File: src/rtl/control_unit.sv
// control_unit: registered ALU control decoder for R-type MIPS funct fields.
// Rev 1.0 - initial release.
`default_nettype none

module control_unit (
   input  logic       clk,
   input  logic       reset,
   input  logic       instr_valid,
   input  logic [5:0] function_code,
   output logic [2:0] select_bits_ALU,
   output logic       alu_arith_shift,
   output logic       ovf_check_en,
   output logic       reg_write,
   output logic       illegal_funct
);

   localparam logic [5:0] c_funct_and  = 6'b100100;
   localparam logic [5:0] c_funct_or   = 6'b100101;
   localparam logic [5:0] c_funct_add  = 6'b100000;
   localparam logic [5:0] c_funct_addu = 6'b100001;
   localparam logic [5:0] c_funct_nor  = 6'b100111;
   localparam logic [5:0] c_funct_sub  = 6'b100010;
   localparam logic [5:0] c_funct_subu = 6'b100011;
   localparam logic [5:0] c_funct_sltu = 6'b101011;
   localparam logic [5:0] c_funct_srl  = 6'b000010;
   localparam logic [5:0] c_funct_sra  = 6'b000011;
   localparam logic [5:0] c_funct_sll  = 6'b000000;

   localparam logic [2:0] c_sel_and   = 3'b000;
   localparam logic [2:0] c_sel_or    = 3'b001;
   localparam logic [2:0] c_sel_add   = 3'b010;
   localparam logic [2:0] c_sel_nor   = 3'b011;
   localparam logic [2:0] c_sel_sub   = 3'b100;
   localparam logic [2:0] c_sel_sltu  = 3'b101;
   localparam logic [2:0] c_sel_shr   = 3'b110;
   localparam logic [2:0] c_sel_sll   = 3'b111;

   logic [2:0] sel_d, sel_q;
   logic       arith_d, arith_q;
   logic       ovf_d, ovf_q;
   logic       wr_d, wr_q;
   logic       ill_d, ill_q;

   // Select and shift type hold while idle so the ALU operand path stays quiet.
   always_comb begin
      sel_d   = sel_q;
      arith_d = arith_q;
      ovf_d   = 1'b0;
      wr_d    = 1'b0;
      ill_d   = 1'b0;
      if (instr_valid) begin
         sel_d   = c_sel_and;
         arith_d = 1'b0;
         wr_d    = 1'b1;
         case (function_code)
            c_funct_and:  sel_d = c_sel_and;
            c_funct_or:   sel_d = c_sel_or;
            c_funct_add:  begin sel_d = c_sel_add; ovf_d = 1'b1; end
            c_funct_addu: sel_d = c_sel_add;
            c_funct_nor:  sel_d = c_sel_nor;
            c_funct_sub:  begin sel_d = c_sel_sub; ovf_d = 1'b1; end
            c_funct_subu: sel_d = c_sel_sub;
            c_funct_sltu: sel_d = c_sel_sltu;
            c_funct_srl:  sel_d = c_sel_shr;
            c_funct_sra:  begin sel_d = c_sel_shr; arith_d = 1'b1; end
            c_funct_sll:  sel_d = c_sel_sll;
            // Unknown or X funct lands here and is flagged rather than masked.
            default: begin
               wr_d  = 1'b0;
               ill_d = 1'b1;
            end
         endcase
      end
   end

   always_ff @(posedge clk) begin
      if (reset) begin
         sel_q   <= 3'b000;
         arith_q <= 1'b0;
         ovf_q   <= 1'b0;
         wr_q    <= 1'b0;
         ill_q   <= 1'b0;
      end else begin
         sel_q   <= sel_d;
         arith_q <= arith_d;
         ovf_q   <= ovf_d;
         wr_q    <= wr_d;
         ill_q   <= ill_d;
      end
   end

   assign select_bits_ALU = sel_q;
   assign alu_arith_shift = arith_q;
   assign ovf_check_en    = ovf_q;
   assign reg_write       = wr_q;
   assign illegal_funct   = ill_q;

endmodule

`default_nettype wire

File: config.mk
export PLATFORM = sky130hd
export DESIGN_NAME = control_unit
export DESIGN_NICKNAME = d
export VERILOG_FILES = /design/src/rtl/control_unit.sv
export SDC_FILE = /design/constraint.sdc
export NUM_CORES = 1
export LEC_CHECK = 0
export ABC_CLOCK_PERIOD_IN_PS = 1600
export CAP_MARGIN = 20
export CORE_AREA = 5 5 42 44
export DETAILED_ROUTE_END_ITERATION = 16
export DIE_AREA = 0 0 47 49
export MAX_ROUTING_LAYER = met4
export PLACE_DENSITY = 0.73
export SETUP_SLACK_MARGIN = 0.05
export SYNTH_ARGS = -nofsm -noshare
export SYNTH_HDL_FRONTEND = slang
export SYNTH_SLANG_ARGS = --single-unit
File: constraint.sdc
create_clock -name clk -period 1.6 [get_ports clk]
set_input_delay 0.32 -clock clk [delete_from_list [all_inputs] [get_ports clk]]
set_output_delay 0.32 -clock clk [all_outputs]
set_load 0.01 [all_outputs]
## Word level (Yosys, flattened, before mapping)

Index checks and enable logic that the tools add are counted.

| storage, ports and cells | value |
|---|---|
| output and inout port bits | 7 |
| word-level logic and storage cells | 28 |
| flip-flop bits (word level) | 7 |

| cells by class | value |
|---|---|
| bitwise logic cells | 1 |
| reductions and logical operators | 7 |
| equal/unequal tests | 10 |
| mux-type cells | 5 |

Operators with widths:

| kind | number |
|---|---|
| 6-bit equality test (second input constant) | 8 |
| 3-bit one-hot mux with 7 select lines | 1 |
| 6-bit by 2-bit equality test with 1-bit output (second input constant) | 2 |
| 11-bit OR reduction | 1 |
| 2-bit OR reduction | 5 |
| 6-bit logical NOT | 1 |
| 1-bit 2-to-1 mux | 4 |
| 1-bit inverter | 1 |

## Depth between registers and ports, before layout

| logic depth | value |
|---|---|
| word-level depth | 3 |
| mapped depth | 4 |
| mapped depth without buffers | 3 |

## Least setup slack after synthesis

Ideal clock, no wire load.

| timing | value |
|---|---|
| path kind | in2reg |
| from | input port function_code[0] |
| to | register sel_q[0] (netlist: select_bits_ALU[0]) |
| path buffers | 1 |
| cell stages on the path | 4 |
| library setup time | 58 ps |
| arrival | 1406 ps |
| path slack | 136 ps |
| cells stage by stage | buf_2 -> or4_4 -> a2111oi_2 -> or3_1 |

| between the ends | value |
|---|---|
| word-level cells in the longest chain between the ends | 3 |
| elaborated cells on any way between the ends | 14 |

Ends and longest elaborated chain:

| item | line | RTL |
|---|---|---|
| start, declared | 9 | `input logic [5:0] function_code,` |
| 6-bit by 2-bit equality test with 1-bit output or 6-bit equality test (tied branches) | 55 | `case (function_code)` |
| 2-bit OR reduction (no line) | -- |  |
| 3-bit one-hot mux with 7 select lines * | 55 |  |
| end signal, assigned | 84 | `sel_q <= sel_d;` |
| end, declared | 38 | `logic [2:0] sel_d, sel_q;` |

Every way passes the cells marked *; elsewhere a longest branch is shown, timed or not.
A chain may end at the register's enable or synchronous reset.

## Final worst setup path

Same ends and word-level chain as after synthesis.

==> metrics.cfg <==
[drt]
route.vias.total = 490
firstDrtPassIters = 6
drt_iter0_markers = 17
routed_via_density = 5.33
wire_per_inst_um = 12.4
postRouteAntennaNets = 0
drc = 0
totalWireLength_mm = 1.14

[critical_path]
cpMaxStageDelayCell = or4_4
crit_chain = clkdlybuf4s50_1, or4_4, a2111oi_4, or3_1
critPathLaunchType = primary input
crit_arrival_ns = 1.73
critPathMaxFanout = 2
crit_type = primary input to flip-flop
critical_path_required_ns = 1.80
slowest_delay_ns = 0.50
crit_path_end_kind = flip-flop
cp_num_buf_inv = 1
cp_top_family = simple AND/OR/NAND/NOR gates

[timing]
period_minus_slack_ns = 1.54
skew_ns = 0
slew_headroom = 0.779
final.period_utilization = 0.960
final_hold_viol_count = 0
setup_tns_ns = 0
setup_viol = 0
drv_slew = 0
rsz0062_at_grt = no
worst_slack_ns = 0.0635
fmax_mhz = 651
tightest_slew_ns = 0.323

[grt]
grt_util_all_layers = 0.111
grt_overflow = 0
grt_pass1_vias = 420
grt_pass1_wl_mm = 1.80
grt_start_max_net_pins = 10
antenna_found_initial = 0

[synthesis]
synth_top_area_share = 0.320
netlist_top_cells_area = dfxtp_1 (32%), nand2b_1 (5.7%), nor2_1 (4.3%), a2111oi_2 (3.4%), a211oi_1 (3.4%)
yosysWarnings = 0
synth_fp_nets = 61
synthCells = 52
ys_seq_elements = 7
yosysTopAreaCell = dfxtp_1
synth_cell_types = 29
seq_area_frac_synth = 0.320
syn_area_sq_um = 438
syn_avg_cell_area_sq_um = 8.42

[clocking]
numClockSinks = 7
h-tree-depth = 1
cts_buffers = 3
cts_tree = yes
cts_hold_buf = 0
clkLatencyLatePin_ns = 0.25
cts_root_buf = clkbuf_4
clockBufferDepth = 2
clk_pin_slew_ns = 0.05

[power_and_ir_drop]
ir_drop_uv = 337
power_per_cell_area_nw_per_um2 = 644
p_leak_nw = 0.268

[placed_design]
place_area_sq_um = 658
dp_slack_ns = -0.293
gp_congestion = 0.842
io_buffers = 15
hpwl_um = 850

[final_layout]
fin_util = 0.498
area_growth_pct = 59.4
fin_nets = 86
antenna-diode-count = 0
finalInstanceArea_sq_um = 698
drive_above_1_share = 0.224

[worst_hold_path]
hold_path.class = flip-flop to flip-flop

[die]
coreArea_sq_um = 1400
fp.dieW_um = 47
start_util = 0.313
dieArea_sq_um = 2300
fp-row-count = 14
fp.dieH_um = 49
pin_count = 16

[status]
status = finished, final reports clean

[run]
max_cap_violations = 0

==> state kept, by name, indices dropped and copies added (netlist names) <==
name	flops
ovf_check_en	1
illegal_funct	1
reg_write	1
select_bits_ALU	3
alu_arith_shift	1
==> area by class of cell <==
type / instances / area, sq um
clock buffers: 4 / 26.3
fillers: 138 / 703
multi-input cells: 39 / 278
flip-flops and latches: 7 / 140
well taps: 16 / 20.0
repair buffers: 26 / 234
==> worst paths after layout <==
| check | from | end | slack, ns | cells past startpoint |
|---|---|---|---|---|
| setup / recovery | function_code[0] | select_bits_ALU[0] | 0.06 | 4 |
| hold reg to reg | alu_arith_shift | alu_arith_shift | 0.47 | 2 |
| setup reg to reg | select_bits_ALU[0] | select_bits_ALU[0] | 0.75 | 2 |
| hold / removal | alu_arith_shift | alu_arith_shift | 0.47 | 2 |
==> synthesized netlist by cell type (all sizes together) <==
library cell,instances
nor4,2
nand4,2
or4,1
a21oi,1
nor3b,2
o21ai,2
and3,1
nand2b,4
dfxtp,7
or3b,1
a311oi,1
buf,3
nor2,5
a211o,1
a2111oi,2
a211oi,2
nand2,2
o211ai,1
or3,1
nor4b,1
nand3,1
clkbuf,3
o21ba,1
nor4bb,1
nor2b,1
a21o,1
nand3b,2
==> stage by stage <==
step | std cells | total power, W | hold WS, ns
after global placement | 88 | 0.000289 | 0.453
after CTS | 92 | 0.000454 | 0.472
after global routing | 92 | 0.000481 | 0.503
final | 92 | 0.000450 | 0.467
after detailed placement | 88 | 0.000291 | 0.459
after floorplan | 52 | 0.000234 | 0.389
==> kinds of logic after synthesis <==
group / after synthesis / share of synthesized area
DFF: 7 / 0.320
and+or+nand+nor: 27 / 0.386
buffers and inverters: 6 / 0.0743
AOI/OAI and AO/OA: 12 / 0.220
==> placed cells by master, fill, tap and decap left out <==
master	instances
o21ba_2	1
nand3b_1	2
buf_4	11
nand4_1	2
a21oi_1	1
a211oi_1	2
nand2b_1	4
nor2_1	5
a21o_1	1
nand2_1	2
nand3_1	1
nor3b_1	2
nor4_1	2
and3_1	1
o21ai_0	2
nor4bb_1	1
clkbuf_1	1
clkdlybuf4s50_1	13
nor2b_1	1
o211ai_1	1
clkbuf_4	3
or3b_1	1
a2111oi_4	1
or4_4	1
nor4b_1	1
a211o_1	1
dlygate4sd2_1	1
a2111oi_0	1
a311oi_1	1
or3_1	1
dfxtp_1	7
dlymetal6s2s_1	1
==> power by group <==
group | switching [W] | internal, W | leakage (nW)
Combinational | 0.0000484 | 0.0000592 | 0.196
Clock | 0.0000662 | 0.0000952 | 0.0150
Sequential | 0.00000148 | 0.000179 | 0.0570
==> worst register-to-register path: stages (launching register included) <==
cell and delay (ns):
dfxtp_1 0.31, nor3b_1 0.13, or3_1 0.30
==> timing repair <==
action / CTS / global route
buffers inserted: 0 / 0
pin swaps: 1 / 2
gates cloned: 0 / 0
endpoints found under the setup margin: 1 / 1
resized for setup: 1 / 2
==> layer usage <==
layer | part of all wire | GRT usage
met4 | 0.0035 | 0.0553
met3 | 0.11 | 0.0480
met1 | 0.42 | 0.139
met2 | 0.47 | 0.149
met5 | 0 | -
(Power assumes the default switching activity.)
